`src/rtl/piso_tx.sv`:
```
// Transmit end of the bit-serial link: takes a parallel word over valid/ready and
// shifts out start bit, data, optional even parity and stop bit, paced by bit_en.
module piso_tx #(
  parameter int DATA_W    = 8,
  parameter int LSB_FIRST = 1,
  parameter int PARITY_EN = 1
) (
  input  logic              clk,
  input  logic              rst_n,
  input  logic [DATA_W-1:0] tx_data,
  input  logic              tx_valid,
  output logic              tx_ready,
  input  logic              bit_en,
  output logic              ser_out,
  output logic              busy,
  output logic              done
);

  localparam logic [2:0] S_IDLE   = 3'd0;
  localparam logic [2:0] S_START  = 3'd1;
  localparam logic [2:0] S_DATA   = 3'd2;
  localparam logic [2:0] S_PARITY = 3'd3;
  localparam logic [2:0] S_STOP   = 3'd4;

  localparam int CNT_W = (DATA_W > 1) ? $clog2(DATA_W) : 1;

  logic [2:0]        r_state;
  logic [DATA_W-1:0] r_shift;
  logic [CNT_W-1:0]  r_cnt;
  logic              r_parity;
  logic              r_ser;
  logic              r_done;

  logic              w_next_bit;
  logic [DATA_W-1:0] w_shifted;
  logic              w_last;
  logic              w_accept;

  // The bit about to go on the line always sits at the outgoing end of r_shift.
  assign w_next_bit = (LSB_FIRST != 0) ? r_shift[0] : r_shift[DATA_W-1];
  assign w_shifted  = (LSB_FIRST != 0) ? (r_shift >> 1) : (r_shift << 1);
  assign w_last     = (r_cnt == CNT_W'(DATA_W - 1));

  assign tx_ready = (r_state == S_IDLE);
  assign busy     = (r_state != S_IDLE);
  assign w_accept = tx_valid && tx_ready;
  assign ser_out  = r_ser;
  assign done     = r_done;

  always_ff @(posedge clk or negedge rst_n) begin
    if (!rst_n) begin
      r_state  <= S_IDLE;
      r_shift  <= '0;
      r_cnt    <= '0;
      r_parity <= 1'b0;
      r_ser    <= 1'b1;
      r_done   <= 1'b0;
    end else begin
      r_done <= 1'b0;
      case (r_state)
        S_IDLE: begin
          // bit_en is deliberately ignored here, including on the accept cycle.
          if (w_accept) begin
            r_shift  <= tx_data;
            r_parity <= ^tx_data;
            r_cnt    <= '0;
            r_ser    <= 1'b0;
            r_state  <= S_START;
          end
        end
        S_START: begin
          if (bit_en) begin
            r_ser   <= w_next_bit;
            r_shift <= w_shifted;
            r_state <= S_DATA;
          end
        end
        S_DATA: begin
          if (bit_en) begin
            if (w_last) begin
              if (PARITY_EN != 0) begin
                r_ser   <= r_parity;
                r_state <= S_PARITY;
              end else begin
                r_ser   <= 1'b1;
                r_state <= S_STOP;
              end
            end else begin
              r_ser   <= w_next_bit;
              r_shift <= w_shifted;
              r_cnt   <= r_cnt + CNT_W'(1);
            end
          end
        end
        S_PARITY: begin
          if (bit_en) begin
            r_ser   <= 1'b1;
            r_state <= S_STOP;
          end
        end
        S_STOP: begin
          if (bit_en) begin
            r_ser   <= 1'b1;
            r_done  <= 1'b1;
            r_state <= S_IDLE;
          end
        end
        default: begin
          r_ser   <= 1'b1;
          r_state <= S_IDLE;
        end
      endcase
    end
  end

endmodule

```
`config.mk`:
```
export PLATFORM = sky130hd
export DESIGN_NAME = piso_tx
export DESIGN_NICKNAME = d
export VERILOG_FILES = /design/src/rtl/piso_tx.sv
export SDC_FILE = /design/constraint.sdc
export NUM_CORES = 1
export LEC_CHECK = 0
export CORE_MARGIN = 4
export CORE_UTILIZATION = 55
export DETAILED_ROUTE_END_ITERATION = 8
export PLACE_DENSITY_LB_ADDON = 0.1
export SLEW_MARGIN = 20
export SYNTH_ARGS = -nofsm -noshare
export SYNTH_HDL_FRONTEND = slang
export SYNTH_SLANG_ARGS = --single-unit
```
`constraint.sdc`:
```
create_clock -name clk -period 4.2 [get_ports clk]
set_input_delay 0.84 -clock clk [delete_from_list [all_inputs] [get_ports clk]]
set_output_delay 0.84 -clock clk [all_outputs]
set_load 0.03 [all_outputs]
```
# Word-level counts from Yosys, hierarchy flattened
# Index checks and enable logic that the tools add are counted.
[word_totals] register_bits=17 inputBits=12
[classes] mux=24 add_sub_neg=1 reduce_logical=12 eq_ne=13
[ops] operator="two-way mux 8 bit" count=4
[ops] operator="two-way mux 3 bit" count=9
[ops] operator="one-hot mux 8 bit (3 select lines)" count=1
[ops] operator="one-hot mux 3 bit (5 select lines)" count=1
[ops] operator="!= test 2 bit, second input constant" count=6
[ops] operator="AND reduction 4 bit" count=2
[ops] operator="parity 8 bit" count=1
[ops] operator="two-way mux 1 bit" count=7
[ops] operator="== test 3 x 2 -> 1 bit, second input constant" count=2
[ops] operator="== test 3 bit, second input constant" count=2
[ops] operator="one-hot mux 3 bit (2 select lines)" count=1
[ops] operator="AND reduction 6 bit" count=1
[ops] operator="nonzero test 3 bit" count=2
[ops] operator="AND reduction 5 bit" count=1
[ops] operator="!= test 2 x 1 -> 1 bit, second input constant" count=2
[ops] operator="one-hot mux 1 bit (4 select lines)" count=1
[ops] operator="adder 3 x 1 -> 3 bit, second input constant" count=1
[ops] operator="== test 3 x 1 -> 1 bit, second input constant" count=1
[ops] operator="logical NOT 3 bit" count=1
[ops] operator="AND reduction 2 bit" count=1
[ops] operator="nonzero test 2 bit" count=1
[ops] operator="OR reduction 2 bit" count=1
[ops] operator="logical AND 1 bit" count=1

# Depth between registers and ports, before layout
[logic_depth] ltp_word=4 mapped_depth=7

# Worst setup path after synthesis
# OpenSTA, ideal clock, no wires.
[synth_path] kind="reg2out" from="register r_state[2]" to="output busy" stages_incl_launch_ff=4 slack_ns=1.561 n_path_buf=1 t_arrival_ns=1.799 path_cell_list="dfrtp_1 buf_2 nor3_1 inv_1"
[synth_via] elab_chain_cells=1
[synth_rtl] item="start: declaration" line_no="27" source="logic [2:0] r_state;"
[synth_rtl] item="start signal: assignment" line_no="52" source="r_state <= S_IDLE;"
[synth_rtl] item="start signal: assignment" line_no="68" source="r_state <= S_START;"
[synth_rtl] item="start signal: assignment" line_no="75" source="r_state <= S_DATA;"
[synth_rtl] item="nonzero test 3 bit" line_no="45" source="assign busy = (r_state != S_IDLE);"
[synth_rtl] item="end: declaration" line_no="15" source="output logic busy,"
# No other way between the ends.

# Worst setup path after layout
[layout_path] from="register r_state[2]" to="output tx_ready"
[layout_via] elab_chain_cells=1
[layout_rtl] item="logical NOT 3 bit" line_no="44" source="assign tx_ready = (r_state == S_IDLE);"
[layout_rtl] item="end: declaration" line_no="12" source="output logic tx_ready,"
# No other way between the ends.

==> metrics.csv <==
metric,value,unit
wirelength_met1,881,um
rows,14,
internal_power,473,uW
reg2reg_depth,6,
path_depth,2,
rsz0062_at_grt,false,
crit_slowest_cell,clkdlybuf4s50_1,
combPwrFrac,52.0,%
clk_path_buf_depth,2,
num_io_pins,16,
fmaxAchievable,341,MHz
final_hold_viol_count,0,
leakagePower,0.000463,uW
firstDrtPassIters,4,
drt_iter0_drc,14,
p_sw_share,43.0,%
critical-path-top-delay-family,buffers and inverters,
synth_cells,93,
grt_max_degree,18,
critPathLaunchType,flip-flop,
fin_cells,131,
yosysWarnings,0,
multi_input_area,499,um^2
routedWlPerCell,13.5,um
seq_power_share,37.4,%
cts_root_buffer,clkbuf_4,
start_util,61.0,%
cts_tree,done,
synth_cell_types,32,
status,completed,
cp_num_buf_inv,1,
antenna_cells,0,
fin_skew,0.000684,ns
clk_pin_slew_worst_paths,0.10,ns
post-cts-setup-buffers,0,
clock_latency,0.29,ns
grt_pass1_wl,3160,um
crit_required,3.36,ns
ys_ff_latch,17,
htree_num_levels,1,
vias,717,
num-fill-cells,118,
met3WireLength,75,um
port_buffers,15,
drtAntennaViolNets,0,
crit_path_end_kind,output pin,
p_switching,358,uW
layout.nets,122,
arrival,2.09,ns
fin_crit_sh,69.7,%
post_cts.resized_instances,0,
rrSetupSlack,2.34,ns
cp_max_fo,13,
drv_cap,0,
ir_worst_vdd,0.463,mV
synth.yosys.seq_area_share,43.9,%
synth_area,972,um^2
final_common_cell,dfrtp_1,
wl,1770,um
vias_per_cell,5.47,
register_area,427,um^2
worst_pin_slew,0.745,ns
slew_viol_final,0,
fin_tns_setup,0,ns
gp_congestion,0.804,
cts.sinks,17,
worstPathCellList,nor3_1 -> clkdlybuf4s50_1,
pwr_density_cell,727,nW/um^2
numCtsBuffers,3,
p_clk_share,10.6,%
coreArea,1590,um^2
track_usage,16.8,%
finalSetupViolations,0,
die_x,50.0,um
avgSynthCellArea,10.5,um^2
drive_gt1_share,12.1,%
hold_depth,1,
syn-num-nets,107,
die_area,2500,um^2
grt_pass1_vias,736,
dp_hpwl,1290,um
overflow,0,
dp.cells,127,
top_layer,met4,
drc_errors,0,
most-common-layout-cells,"dfrtp_1, clkdlybuf4s50_1, a21oi_1",
cp_slowest_stage_delay,0.77,ns
slew_headroom,50.2,%
min_period,2.93,ns
wl_met2,775,um
hold_path.class,reg -> reg,
area_growth,17.6,%
antenna_found_initial,0,
ctsHoldBuffers,0,
dieHeight,50.0,um
crit_type,reg -> out,
==> final cells by class <==
| class | instances | share of cell area (%) |
|---|---|---|
| multi-input cells | 68 | 43.7 |
| flip-flops and latches | 17 | 37.3 |
| repair buffers | 15 | 13.1 |
| well taps | 24 | 2.63 |
| clock buffers | 4 | 2.30 |
| inverters | 3 | 0.985 |
==> Yosys cell counts <==
cell type,n,area [um^2]
a22o_1,2,17.5
dfrtp_1,16,400
mux2i_1,8,80.1
a21oi_2,2,17.5
inv_1,3,11.3
a31oi_4,1,21.3
xnor2_1,8,70.1
nor2b_1,1,6.26
mux2_2,2,22.5
a211oi_1,1,7.51
clkbuf_1,1,3.75
buf_4,2,15.0
nor3_1,1,5.00
nor4_1,1,6.26
nand4bb_1,1,11.3
and3_1,1,6.26
a21oi_1,11,55.1
buf_2,1,5.00
or3b_4,1,11.3
o21ai_0,2,10.0
nor2_1,8,30.0
o32ai_1,2,17.5
dfstp_2,1,26.3
buf_6,1,11.3
nor2_4,1,11.3
a31oi_1,1,6.26
nand3b_1,2,15.0
nand2_1,5,18.8
ha_1,2,25.0
nor2_2,2,12.5
or3_1,1,6.26
a311oi_1,1,8.76
==> logic make-up (layout without fill, tap and decap cells) <==
kind of cell	count (synthesis)	in the layout	share of synthesized area, %
AO/OA/AOI/OAI	23	23	16.6
XOR/XNOR	8	8	7.21
adder cells (fa/ha/maj)	2	2	2.57
buffers and inverters	8	22	4.76
flip-flops	17	17	43.9
multiplexers	10	10	10.6
AND/OR/NAND/NOR	25	25	14.4
==> state kept, by name, indices dropped and copies added, names as in the netlist <==
name,count
r_parity,1
r_cnt,3
ser_out,1
r_shift,8
done,1
r_state,3
==> per-layer routing <==
layer,GRT usage [%],vias up
li1,-,360
met5,0,-
met3,3.31,5
met2,25.9,13
met4,8.29,0
met1,22.1,339
==> power groups by stage <==
stage / clock (uW) / sequential [uW] / combinational (uW)
global placement: 0 / 311 / 421
finish: 87.9 / 311 / 432
detailed placement: 0 / 313 / 434
CTS: 89.8 / 310 / 436
global route: 98.5 / 320 / 483
floorplan: 0 / 284 / 379
==> path summary, 6_finish.rpt <==
check                           start         end
max                        r_state[2]    tx_ready
min                          r_cnt[1]    r_cnt[1]
max reg2reg                  r_cnt[0]  r_shift[7]
min reg2reg                  r_cnt[1]    r_cnt[1]
max in group asynchronous       rst_n    r_cnt[1]
min in group asynchronous       rst_n  r_shift[7]
==> stage by stage <==
step / area (um^2) / power (uW) / setup slack, ns / hold slack [ns] / utilization [%]
2_1_floorplan: 972 / 663 / 1.56 / 0.477 / -
3_3_place_gp: 1120 / 733 / 1.69 / 0.496 / 70.1
3_5_place_dp: 1120 / 747 / 1.61 / 0.507 / 70.1
4_1_cts: 1140 / 835 / 1.27 / 0.531 / 71.7
5_1_grt: 1140 / 901 / 1.10 / 0.552 / 71.7
6_report: 1140 / 831 / 1.27 / 0.524 / 71.7
Power figures use the tool's default switching activity.
